**src/rtl/ddr2_pkg.sv**
```systemverilog
// ddr2_pkg: definitions shared by the DDR2 write-data path.
//   BURST_LEN      beats per write burst (BL8)
//   BURST_CYC      clock cycles per burst (two beats per cycle)
//   DDR2_DQ_W/DM_W default data and byte-mask widths per beat
//   wtx_state_t    state encoding of the write transmitter FSM
package ddr2_pkg;

    localparam int BURST_LEN = 8;
    localparam int BURST_CYC = BURST_LEN / 2;
    localparam int DDR2_DQ_W = 16;
    localparam int DDR2_DM_W = DDR2_DQ_W / 8;

    typedef enum logic [2:0] {
        WTX_IDLE,
        WTX_WAIT,
        WTX_PRE,
        WTX_BURST,
        WTX_POST
    } wtx_state_t;

endpackage

```
**src/rtl/ddr2_wbuf8.sv**
```systemverilog
// ddr2_wbuf8: 8-entry write buffer holding one BL8 burst (data + byte masks).
//   clk, reset_n  clock and asynchronous active-low reset (clears all entries)
//   wr_en/wr_ptr  write entry wr_ptr with {din, dmin} at posedge
//   din, dmin     data and byte mask for the addressed entry
//   snap          parallel view of all entries, entry i at snap[i] as {dq, dm};
//                 an entry being written this cycle shows the new value so a
//                 snapshot taken on the same edge includes the write
module ddr2_wbuf8
    import ddr2_pkg::*;
#(
    parameter int DQ_W = DDR2_DQ_W,
    parameter int DM_W = DDR2_DM_W
) (
    input  logic                                  clk,
    input  logic                                  reset_n,
    input  logic                                  wr_en,
    input  logic [2:0]                            wr_ptr,
    input  logic [DQ_W-1:0]                       din,
    input  logic [DM_W-1:0]                       dmin,
    output logic [BURST_LEN-1:0][DQ_W+DM_W-1:0]   snap
);

    localparam int EW = DQ_W + DM_W;

    logic [EW-1:0] mem_reg [BURST_LEN];

    genvar gi;
    generate
        for (gi = 0; gi < BURST_LEN; gi++) begin : g_entry
            logic hit;
            assign hit = wr_en && (wr_ptr == 3'(gi));

            always_ff @(posedge clk or negedge reset_n) begin
                if (!reset_n) begin
                    mem_reg[gi] <= '0;
                end else if (hit) begin
                    mem_reg[gi] <= {din, dmin};
                end
            end

            // Write-through so a talk on the writing edge sees the new entry.
            assign snap[gi] = hit ? {din, dmin} : mem_reg[gi];
        end
    endgenerate

endmodule

```
**src/rtl/ddr2_wdata_tx8.sv**
```systemverilog
// ddr2_wdata_tx8: DDR2 write-data transmitter for one BL8 burst.
// The controller fills the write buffer and pulses talk; WLAT cycles later the
// block drives a DQS preamble, four cycles of rise/fall data pairs with DQS
// toggling, and a postamble, all as registered per-cycle pairs for DDR pads.
//   clk, reset_n          clock, asynchronous active-low reset
//   wr_en, wr_ptr,
//   din, dmin             write port of the 8-entry buffer (accepted any time)
//   talk                  burst start pulse (honoured only in IDLE)
//   busy                  high from cycle 1 through the postamble cycle
//   done                  pulse in the postamble cycle
//   talk_err              pulse one cycle after a talk that was ignored
//   dq_rise/dq_fall,
//   dm_rise/dm_fall       data/mask for the two half-cycles (hold when idle)
//   dq_oe                 DQ/DM output enable (burst cycles only)
//   dqs_rise/dqs_fall     DQS levels for the two half-cycles
//   dqs_oe                DQS output enable (preamble through postamble)
module ddr2_wdata_tx8
    import ddr2_pkg::*;
#(
    parameter int DQ_W = DDR2_DQ_W,
    parameter int DM_W = DDR2_DM_W,
    parameter int WLAT = 2
) (
    input  logic            clk,
    input  logic            reset_n,
    input  logic            wr_en,
    input  logic [2:0]      wr_ptr,
    input  logic [DQ_W-1:0] din,
    input  logic [DM_W-1:0] dmin,
    input  logic            talk,
    output logic            busy,
    output logic            done,
    output logic            talk_err,
    output logic [DQ_W-1:0] dq_rise,
    output logic [DQ_W-1:0] dq_fall,
    output logic [DM_W-1:0] dm_rise,
    output logic [DM_W-1:0] dm_fall,
    output logic            dq_oe,
    output logic            dqs_rise,
    output logic            dqs_fall,
    output logic            dqs_oe
);

    localparam int EW = DQ_W + DM_W;

    logic [BURST_LEN-1:0][EW-1:0] snap;
    logic [BURST_LEN-1:0][EW-1:0] shift_reg, shift_next;

    wtx_state_t state_reg, state_next;
    logic [3:0] lat_reg, lat_next;
    logic [1:0] beat_reg, beat_next;

    logic            busy_reg, busy_next;
    logic            done_reg, done_next;
    logic            talk_err_reg, talk_err_next;
    logic [DQ_W-1:0] dq_rise_reg, dq_rise_next;
    logic [DQ_W-1:0] dq_fall_reg, dq_fall_next;
    logic [DM_W-1:0] dm_rise_reg, dm_rise_next;
    logic [DM_W-1:0] dm_fall_reg, dm_fall_next;
    logic            dq_oe_reg, dq_oe_next;
    logic            dqs_rise_reg, dqs_rise_next;
    logic            dqs_fall_reg, dqs_fall_next;
    logic            dqs_oe_reg, dqs_oe_next;

    ddr2_wbuf8 #(
        .DQ_W (DQ_W),
        .DM_W (DM_W)
    ) u_wbuf (
        .clk     (clk),
        .reset_n (reset_n),
        .wr_en   (wr_en),
        .wr_ptr  (wr_ptr),
        .din     (din),
        .dmin    (dmin),
        .snap    (snap)
    );

    always_ff @(posedge clk or negedge reset_n) begin
        if (!reset_n) begin
            state_reg    <= WTX_IDLE;
            lat_reg      <= '0;
            beat_reg     <= '0;
            shift_reg    <= '0;
            busy_reg     <= 1'b0;
            done_reg     <= 1'b0;
            talk_err_reg <= 1'b0;
            dq_rise_reg  <= '0;
            dq_fall_reg  <= '0;
            dm_rise_reg  <= '0;
            dm_fall_reg  <= '0;
            dq_oe_reg    <= 1'b0;
            dqs_rise_reg <= 1'b0;
            dqs_fall_reg <= 1'b0;
            dqs_oe_reg   <= 1'b0;
        end else begin
            state_reg    <= state_next;
            lat_reg      <= lat_next;
            beat_reg     <= beat_next;
            shift_reg    <= shift_next;
            busy_reg     <= busy_next;
            done_reg     <= done_next;
            talk_err_reg <= talk_err_next;
            dq_rise_reg  <= dq_rise_next;
            dq_fall_reg  <= dq_fall_next;
            dm_rise_reg  <= dm_rise_next;
            dm_fall_reg  <= dm_fall_next;
            dq_oe_reg    <= dq_oe_next;
            dqs_rise_reg <= dqs_rise_next;
            dqs_fall_reg <= dqs_fall_next;
            dqs_oe_reg   <= dqs_oe_next;
        end
    end

    // Next-state and next-output logic. Outputs are derived from state_next so
    // that the registered outputs line up with the state occupying each cycle.
    always_comb begin
        state_next    = state_reg;
        lat_next      = lat_reg;
        beat_next     = beat_reg;
        shift_next    = shift_reg;
        talk_err_next = talk && (state_reg != WTX_IDLE);

        case (state_reg)
            WTX_IDLE: begin
                if (talk) begin
                    shift_next = snap;
                    lat_next   = 4'd1;
                    state_next = (WLAT == 1) ? WTX_PRE : WTX_WAIT;
                end
            end
            WTX_WAIT: begin
                // lat_reg is the number of the WAIT cycle currently running.
                if (lat_reg == 4'(WLAT - 1)) begin
                    state_next = WTX_PRE;
                end else begin
                    lat_next = lat_reg + 4'd1;
                end
            end
            WTX_PRE: begin
                state_next = WTX_BURST;
                beat_next  = 2'd0;
            end
            WTX_BURST: begin
                if (beat_reg == 2'(BURST_CYC - 1)) begin
                    state_next = WTX_POST;
                end else begin
                    beat_next = beat_reg + 2'd1;
                end
            end
            WTX_POST: begin
                state_next = WTX_IDLE;
                beat_next  = 2'd0;
            end
            default: begin
                state_next = WTX_IDLE;
            end
        endcase

        busy_next     = (state_next != WTX_IDLE);
        done_next     = (state_next == WTX_POST);
        dq_oe_next    = (state_next == WTX_BURST);
        dqs_oe_next   = (state_next == WTX_PRE) || (state_next == WTX_BURST) ||
                        (state_next == WTX_POST);
        dqs_rise_next = (state_next == WTX_BURST);
        dqs_fall_next = 1'b0;

        // Data holds its last beat outside the burst.
        dq_rise_next = dq_rise_reg;
        dq_fall_next = dq_fall_reg;
        dm_rise_next = dm_rise_reg;
        dm_fall_next = dm_fall_reg;

        // Each burst cycle consumes the two lowest entries (beats 2k, 2k+1).
        if (state_next == WTX_BURST) begin
            {dq_rise_next, dm_rise_next} = shift_reg[0];
            {dq_fall_next, dm_fall_next} = shift_reg[1];
            shift_next = shift_reg >> (2 * EW);
        end
    end

    assign busy     = busy_reg;
    assign done     = done_reg;
    assign talk_err = talk_err_reg;
    assign dq_rise  = dq_rise_reg;
    assign dq_fall  = dq_fall_reg;
    assign dm_rise  = dm_rise_reg;
    assign dm_fall  = dm_fall_reg;
    assign dq_oe    = dq_oe_reg;
    assign dqs_rise = dqs_rise_reg;
    assign dqs_fall = dqs_fall_reg;
    assign dqs_oe   = dqs_oe_reg;

endmodule

```
**config.mk**
```make
export PLATFORM = sky130hd
export DESIGN_NAME = ddr2_wdata_tx8
export DESIGN_NICKNAME = d
export VERILOG_FILES = /design/src/rtl/ddr2_pkg.sv /design/src/rtl/ddr2_wbuf8.sv /design/src/rtl/ddr2_wdata_tx8.sv
export SDC_FILE = /design/constraint.sdc
export NUM_CORES = 1
export LEC_CHECK = 0
export CELL_PAD_IN_SITES_DETAIL_PLACEMENT = 0
export CELL_PAD_IN_SITES_GLOBAL_PLACEMENT = 1
export CORE_UTILIZATION = 25
export CTS_CLUSTER_DIAMETER = 40
export DETAILED_ROUTE_END_ITERATION = 8
export GPL_TIMING_DRIVEN = 0
export PLACE_DENSITY_LB_ADDON = 0.05
export SKIP_LAST_GASP = 1
export SYNTH_ARGS = -nofsm -noshare
export SYNTH_HDL_FRONTEND = slang
export SYNTH_HIERARCHICAL = 1
export SYNTH_SLANG_ARGS = --single-unit
```
**constraint.sdc**
```tcl
create_clock -name clk -period 5.87 [get_ports clk]
set_clock_uncertainty 0.15 [all_clocks]
set_input_delay 0.8805 -clock clk [delete_from_list [all_inputs] [get_ports clk]]
set_output_delay 0.8805 -clock clk [all_outputs]
set_load 0.05 [all_outputs]
```
; ---- Yosys cells after proc, flatten, opt, wreduce, memory -nomap -nowiden
; Index checks and enable logic that the tools add are counted.
[totals]
mem_count = 0
input_bits = 25
ram_bits = 0
reg_bits = 338
latch_bits = 0
mem_bits_ro = 0
[op_classes]
n_eq_ne = 19
magnitude_cmp = 0
n_reduce_logical = 23
mux = 20
multipliers = 0
addsub = 2
bitwise = 0
div_mod_pow = 0
n_shift = 0
[op_table]
columns = operator, count
row1 = 144-bit 2-to-1 mux, 3
row2 = 18-bit 2-to-1 mux, 8
row3 = 3-bit by 2-bit == test with 1-bit output (second input constant), 6
row4 = 3-bit == test (second input constant), 6
row5 = 3-bit case mux with 4 select lines, 1
row6 = 1-bit logical AND, 9
row7 = 3-bit 2-to-1 mux, 3
row8 = 4-bit 2-to-1 mux, 2
row9 = 4-bit case mux with 2 select lines, 1
row10 = 2-bit nonzero test, 4
row11 = 3-bit by 1-bit == test with 1-bit output (second input constant), 2
row12 = 3-bit zero test, 2
row13 = 2-bit != test (second input constant), 3
row14 = 3-bit nonzero test, 2
row15 = 4-bit by 1-bit adder with 4-bit output (second input constant), 1
row16 = 4-bit by 1-bit == test with 1-bit output (second input constant), 1
row17 = 2-bit case mux with 2 select lines, 1
row18 = 2-bit AND reduction, 2
row19 = 3-bit AND reduction, 1
row20 = 2-bit by 1-bit adder with 2-bit output (second input constant), 1
row21 = 2-bit == test (second input constant), 1
row22 = 1-bit logical OR, 2
row23 = 2-bit 2-to-1 mux, 1
row24 = 2-bit OR reduction, 1

; ---- Depth between registers and ports, before layout
; Gate-level depths: netlist of run 1.
[logic_depth]
word_depth = 6
mapped_depth = 8

; ---- By module
; Netlist of run 1, hierarchy kept.
[modules_own_cells]
columns = module, area_each_um2, cells_per_inst, seq_area_each_um2, n_inst
row1 = ddr2_wdata_tx8, 8149.1, 660, 4854.7, 1
row2 = ddr2_wbuf8, 5492.8, 311, 3603.5, 1

; ---- Worst setup path after synthesis of run 1
; Ideal clock, no wire load.
[synth_path]
kind = input-to-reg
startpoint = input wr_ptr[2]
endpoint = register shift_reg[12] in the netlist's numbering
t_required_ps = 5594
setup_time_ps = 126
stages = 6
slack_ps = 3177
t_arrival_ps = 2417
cell_sequence = buf_6 nor4b_4 buf_8 mux2_4 and2_1 a221o_1
[synth_rtl]
columns = element, line_no
row1 = start: declaration, ddr2_wdata_tx8.sv:27  ; input logic [2:0] wr_ptr,
row2 = end signal: assignment, ddr2_wdata_tx8.sv:99  ; shift_reg <= shift_next;
row3 = end: declaration, ddr2_wdata_tx8.sv:47  ; logic [BURST_LEN-1:0][EW-1:0] shift_reg, shift_next;

; ---- Worst setup path after layout of run 1
[layout_path]
startpoint = register dq_rise_reg[3], in the netlist dq_rise[3]
endpoint = output dq_rise[3]
[layout_rtl]
columns = element, line_no
row1 = start: declaration, ddr2_wdata_tx8.sv:56  ; logic [DQ_W-1:0] dq_rise_reg, dq_rise_next;
row2 = start signal: assignment, ddr2_wdata_tx8.sv:103  ; dq_rise_reg <= dq_rise_next;
row3 = end: declaration, ddr2_wdata_tx8.sv:34  ; output logic [DQ_W-1:0] dq_rise,
; No word-level cell between the ends.

==> run summary, run 1 <==
========================================================================================
Final-report hold violation count                                                      0
Async set or reset register ratio after synthesis                                  1.000
Via count                                                                          8,342
Static leakage                                                                  7.955 nW
Worst setup path class                                                      flop to output pin
Fraction of power consumed by the clock network                                    0.409
Final weighted congestion in routability-driven placement                         0.6827
Sequential share of power                                                          0.319
Cell Int Power                                                                  7.381 mW
Total setup buffers inserted after CTS                                                 0
Critical path capture point type                                              output pin
Starting utilization of the core area                                             0.2535
GRT Residual Overflow                                                                  0
Num CTS Buffers                                                                       72
Outcome                                                                     finished, final reports clean
Detail Placement HPWL                                                           26.61 mm
Critical path, cell by cell                                                 clkdlybuf4s50_1
Die boundary width                                                              235.6 um
Overall routed net length                                                       41.95 mm
PD cells                                                                    611.3 nW/um2
Cell count of the worst reg-to-reg path                                                8
Pwr Total                                                                       10.94 mW
Clock Sink Count                                                                     338
Worst setup slack after placement                                               2.498 ns
Final clock period utilization by the worst path                                  0.4823
Count leader, synth                                                              dfrtp_1
Number of H-tree levels                                                                3
Max-slew violation total from the final report                                         0
Worst rel slew slack                                                              0.3722
Die boundary height                                                             235.6 um
Die Area                                                                      55,510 um2
Port buffer count                                                                     62
Root Buffer                                                                    clkbuf_16
Crit path time final                                                            2.831 ns
Mean number of vias per cell                                                       4.475
Post-route non-filler standard cell count                                          1,864
EDFF count, synth                                                                      0
Dominant cells by area after synthesis                                      dfrtp_1 62%, mux2_2 14%, a221o_1 7.9%
Buffer and inverter count on the worst path                                            1
Number of global-route vias before repair                                          8,843
Final setup violation count                                                            0
Number of inserted filler cells in the final layout                                5,355
Mapped Cells                                                                         971
Worst reg2reg path endpoint                                                 shift_reg[135]
Share of post-route cells with drive strength above 1                             0.3185
DP Area                                                                       15,220 um2
Final core area utilization                                                       0.3325
Clock Pin Slew Worst Setup and Hold Paths                                        0.04 ns
Largest stage delay, worst path                                                  0.84 ns
Yosys warning total                                                                    6
Commonest register cell after synthesis                                          dfrtp_1
Overall Global Routing Usage                                                      0.1556
Number of placement rows                                                              85
Number of search-and-repair iterations in the first detailed-routing pass              5
Wire length of the first global-routing pass                                    62.88 mm
Most frequent cells after synthesis                                         338 x dfrtp_1, 170 x mux2_2, 108 x a221o_1, 108 x and2_1, 73 x nand2_1
Buffers from clock root to sink, at most                                               3
Core Area                                                                     53,810 um2
Share of Yosys cell area claimed by the top area cell type                        0.6200
Initial antenna violation count                                                        2
CP Max Fanout                                                                          2
Num ports                                                                             68
Transition time of the tightest slew-check pin                                 0.9377 ns
Detailed router's first-iteration violation count                                    550
Resized cells post-CTS                                                                 0
CTS tree                                                                           built
Proportion of power drawn by combinational gates                                   0.272
Biggest area consumer among synthesized cells                                    dfrtp_1
Number of distinct standard cells referenced by the synthesized netlist               45
Worst endpoint required time                                                     4.84 ns
Number of nets in the synthesized netlist                                            999
Average cell area after synthesis                                              14.05 um2
Worst Slack Setup Final                                                         3.039 ns
Slowest stage cell, crit path                                               clkdlybuf4s50_1
Area of the mapped netlist                                                    13,640 um2
Max-cap violations                                                                     0
Worst min-delay path class                                                  input port to async pin
Setup slack on the worst flop-to-flop path                                       3.14 ns
Cell area after layout                                                        17,890 um2
Number of antenna repair diodes                                                        0
Number of buffers inserted by hold repair at cts                                       0
Achievable frequency                                                          0.3532 GHz
Element type at the critical path start                                             flop
Switch share                                                                      0.3252
Post-route ant nets                                                                    0
Net switching power figure                                                      3.557 mW
Multi-input gate area                                                           4743 um2
Arrival time reported for the critical path endpoint                             1.80 ns
Routed WL per cell                                                              22.51 um
Final #Nets                                                                        1,138
Number of placed instances with taps included                                      1,732
Kind of cell adding the most delay to the critical path                     buffers and inverters
Area growth from synthesis to final layout                                        31.18%
Sequential cell area                                                            8458 um2
Later-pin clock latency in the skew report                                       0.57 ns
Part of the Yosys area used for sequential elements                               0.6200
Pin count of the biggest net entering global routing                                 105
Total of flip-flops plus latches after synthesis                                     338
Largest vdd supply drop                                                        0.2163 mV
Detailed-route DRC error count                                                         0
Reg2Reg Launch Point                                                         beat_reg[0]
Setup repair after global routing missed its margin                                   no
========================================================================================
-- cell type report --
class | count | share of cell area
Sequential cell | 338 | 0.4727
Multi-Input combinational cell | 557 | 0.2651
Clock buffer | 94 | 0.1163
Tap cell | 696 | 0.04866
Timing Repair Buffer | 65 | 0.03957
Clock inverter | 38 | 0.03314
Buffer | 71 | 0.02356
Inverter | 5 | 0.001049
-- per-layer routing --
layer / GRT usage / wire (um) / up-vias
met4: 0.05328 / 715 / 0
met1: 0.2457 / 22500 / 4282
met2: 0.2068 / 17120 / 167
li1: - / - / 3846
met3: 0.02896 / 1617 / 47
met5: 0 / 0 / -
-- per-stage QoR --
stage / setup TNS [ns] / hold slack [ns]
2_1_floorplan: 0 / 0.3140
3_3_place_gp: -4304.05 / 0.3222
3_5_place_dp: 0 / 0.3240
4_1_cts: 0 / 0.1294
5_1_grt: 0 / 0.1601
6_report: 0 / 0.1166
-- cells in the final DEF (no fill, tap or decap), types with 15 or more instances in the layout --
cell             netlist  final
dfrtp_1              338    338
clkbuf_1              20     28
a21oi_1               40     40
clkdlybuf4s50_1        0     61
buf_2                 31     31
bufinv_16              0     15
mux2_2               170    170
nand2_1               73     73
clkbuf_16              0     77
and2_1               108    108
a221o_1              108    108
-- power by group through the flow --
stage	clock network, mW	logic [mW]	registers (mW)
floorplan	0	1.59	3.78
global placement	0	3.03	3.52
detailed placement	0	3.05	3.52
CTS	4.59	3.05	3.48
global route	4.72	3.24	3.56
finish	4.48	2.98	3.48
-- worst max path at each step --
stage                           start            endpoint  slack, ns  depth (start not counted)
after floorplan             wr_ptr[2]       shift_reg[12]       3.18                          6
final                      dq_rise[3]          dq_rise[3]       3.04                          1
after detailed placement         talk       shift_reg[19]       2.50                          6
after CTS                  dq_fall[4]          dq_fall[4]       2.98                          1
after global routing      beat_reg[0]      shift_reg[132]       2.93                          8
after global placement        reset_n  u_wbuf/mem_reg[39]     -12.78                          1
-- logic make-up after synthesis --
logic type / count (synthesis) / synth area share
simple gates: 211 / 0.09043
buf+inv: 76 / 0.03228
fa+ha+maj: 3 / 0.002752
flops: 338 / 0.6200
mux: 180 / 0.1513
compound gates: 162 / 0.1029
other cells: 1 / 0.0002749
(Power assumes the default switching activity.)
==> run 2, diff against run 1 <==
clock period = 2.8 ns   (was 5.87 ns; I/O delays follow)
==> run summary, run 2 (synthesis results as in run 1) <==
========================================================================================
Outcome                                                                     finished, final reports clean
Core Area                                                                     53,810 um2   unchanged
Detailed-route DRC error count                                                         0   unchanged
Area growth from synthesis to final layout                                        31.30%   about the same
Final-report hold violation count                                                      0   unchanged
Via count                                                                          8,361   +0.23%
Die boundary height                                                             235.6 um   unchanged
Number of search-and-repair iterations in the first detailed-routing pass              4   -1
Post-route ant nets                                                                    0   unchanged
Die boundary width                                                              235.6 um   unchanged
Max-cap violations                                                                     0   unchanged
Number of placement rows                                                              85   unchanged
Die Area                                                                      55,510 um2   unchanged
Crit path time final                                                            2.516 ns
Overall routed net length                                                       42.02 mm   +0.16%
Final clock period utilization by the worst path                                  0.8987
Top library cells by usage in the layout, fill and taps aside               338 x dfrtp_1, 170 x mux2_2, 108 x and2_1, 108 x a221o_1, 77 x clkbuf_16
Transition time of the tightest slew-check pin                                 0.9358 ns   -0.001901 ns
Num ports                                                                             68   unchanged
Largest vdd supply drop                                                        0.4553 mV   +110%
Root Buffer                                                                    clkbuf_16
Worst endpoint required time                                                     3.09 ns   -1.75 ns
Total setup buffers inserted after CTS                                                 0   unchanged
Element type at the critical path start                                             flop
Slowest stage cell, crit path                                                    dfrtp_1
Pwr Total                                                                       22.95 mW   +110%
Setup repair after global routing missed its margin                                   no
Pin count of the biggest net entering global routing                                 105   unchanged
Worst rel slew slack                                                              0.3735   +0.001273
Starting utilization of the core area                                             0.2535   unchanged
Detail Placement HPWL                                                           26.61 mm   unchanged
DP Area                                                                       15,220 um2   unchanged
Routed WL per cell                                                              22.53 um   +0.10%
Max-slew violation total from the final report                                         0   unchanged
Clock Sink Count                                                                     338   unchanged
Post-route non-filler standard cell count                                          1,865   +0.054%
Top cell by count, worst path                                                      buf_2
Overall Global Routing Usage                                                      0.1557   about the same
Initial antenna violation count                                                        1   -1
Port buffer count                                                                     62   unchanged
Later-pin clock latency in the skew report                                       0.58 ns   about the same
Buffers from clock root to sink, at most                                               3   unchanged
Final #Nets                                                                        1,139   +0.088%
Worst Hold Depth                                                                       3
Num CTS Buffers                                                                       72   unchanged
PD cells                                                                     1281 nW/um2   +110%
Worst setup path class                                                      flop to flop
Number of inserted filler cells in the final layout                                5,354   -0.019%
GRT Residual Overflow                                                                  0   unchanged
Clock Pin Slew Worst Setup and Hold Paths                                        0.05 ns   about the same
Achievable frequency                                                          0.3974 GHz
Critical path, cell by cell                                                 ha_1, nand2_2, nand3_4, inv_2, buf_6, buf_2, buf_2, a21oi_1
Setup TNS                                                                           0 ns   unchanged
Number of antenna repair diodes                                                        0   unchanged
Wire length of the first global-routing pass                                    62.91 mm   about the same
Final weighted congestion in routability-driven placement                         0.6827   unchanged
CP Max Fanout                                                                         10   +8
Final setup violation count                                                            0   unchanged
Cell area after layout                                                        17,910 um2   about the same
Cell count of the worst reg-to-reg path                                                8   unchanged
Arrival time reported for the critical path endpoint                             2.81 ns   +1.01 ns
CTS tree                                                                           built
Number of global-route vias before repair                                          8,857   +0.16%
Worst hold-check slack                                                         0.2099 ns   +0.09325 ns
Worst min-delay path class                                                  input port to flop
Number of placed instances with taps included                                      1,732   unchanged
Largest stage delay, worst path                                                  0.41 ns   -0.43 ns
Critical path capture point type                                                    flop
Mean number of vias per cell                                                       4.483   +0.17%
Number of H-tree levels                                                                3   unchanged
Share of post-route cells with drive strength above 1                             0.3182   about the same
Static leakage                                                                  7.960 nW   about the same
Most common library cell in the layout ignoring fill and taps                    dfrtp_1
Detailed router's first-iteration violation count                                    528   -4.0%
========================================================================================
==> run 2: area by class of cell <==
type                       count  area, um2  share of cell area
multi-input combinational    557       4751              0.2652
clock buffer                  94       2081              0.1162
buffer                        71      421.7             0.02354
timing repair buffer          66      718.2             0.04009
tap                          696      870.8             0.04862
inverter                       5      18.77            0.001048
sequential                   338       8458              0.4722
clock inverter                38      593.1             0.03311
==> run 2: what timing repair did <==
action                                  4_1_cts  5_1_grt
endpoints found under the hold margin        74        0
resized for setup                             1        0
hold buffers                                  1        0
endpoints found under the setup margin       29        0
==> run 2: critical path, delay by kind of cell (launching register included) <==
| kind | cells | cell delay, ns |
|---|---|---|
| simple gates | 2 | 0.43 |
| fa+ha+maj | 1 | 0.28 |
| flops | 1 | 0.41 |
| buf+inv | 4 | 1.00 |
| compound gates | 1 | 0.07 |
==> run 2: path summary, 6_finish.rpt <==
check / start / to / slack, ns
worst min register to register: u_wbuf/mem_reg[42] / u_wbuf/mem_reg[42] / 0.34
max in group asynchronous: reset_n / shift_reg[95] / 0.77
worst max-delay path: beat_reg[0] / shift_reg[135] / 0.28
min in group asynchronous: reset_n / dq_rise[8] / 0.26
worst max register to register: beat_reg[0] / shift_reg[135] / 0.28
worst min-delay path: wr_ptr[2] / u_wbuf/mem_reg[143] / 0.21
==> run 2: where the power goes <==
group	internal [mW]	total (mW)	leakage (nW)	switching, mW
Sequential	6.38	7.30	4.32	0.920
Combinational	2.51	6.26	2.33	3.75
Clock	6.59	9.39	1.31	2.80
Total	15.5	22.9	7.96	7.47
==> run 2: stage by stage <==
step | worst slack [ns] | util
5_1_grt | 0.1186 | 0.3329
6_report | 0.2837 | 0.3329
3_3_place_gp | -15.38 | 0.2812
3_5_place_dp | -0.1112 | 0.2828
2_1_floorplan | 0.5675 | -
4_1_cts | 0.2235 | 0.3329
==> run 2: per-layer routing <==
| metal | track usage | wire, um | vias up |
|---|---|---|---|
| li1 | - | - | 3855 |
| met1 | 0.2457 | 22260 | 4265 |
| met2 | 0.2070 | 17010 | 192 |
| met3 | 0.02896 | 2006 | 49 |
| met4 | 0.05328 | 746 | 0 |
| met5 | 0 | 0 | - |
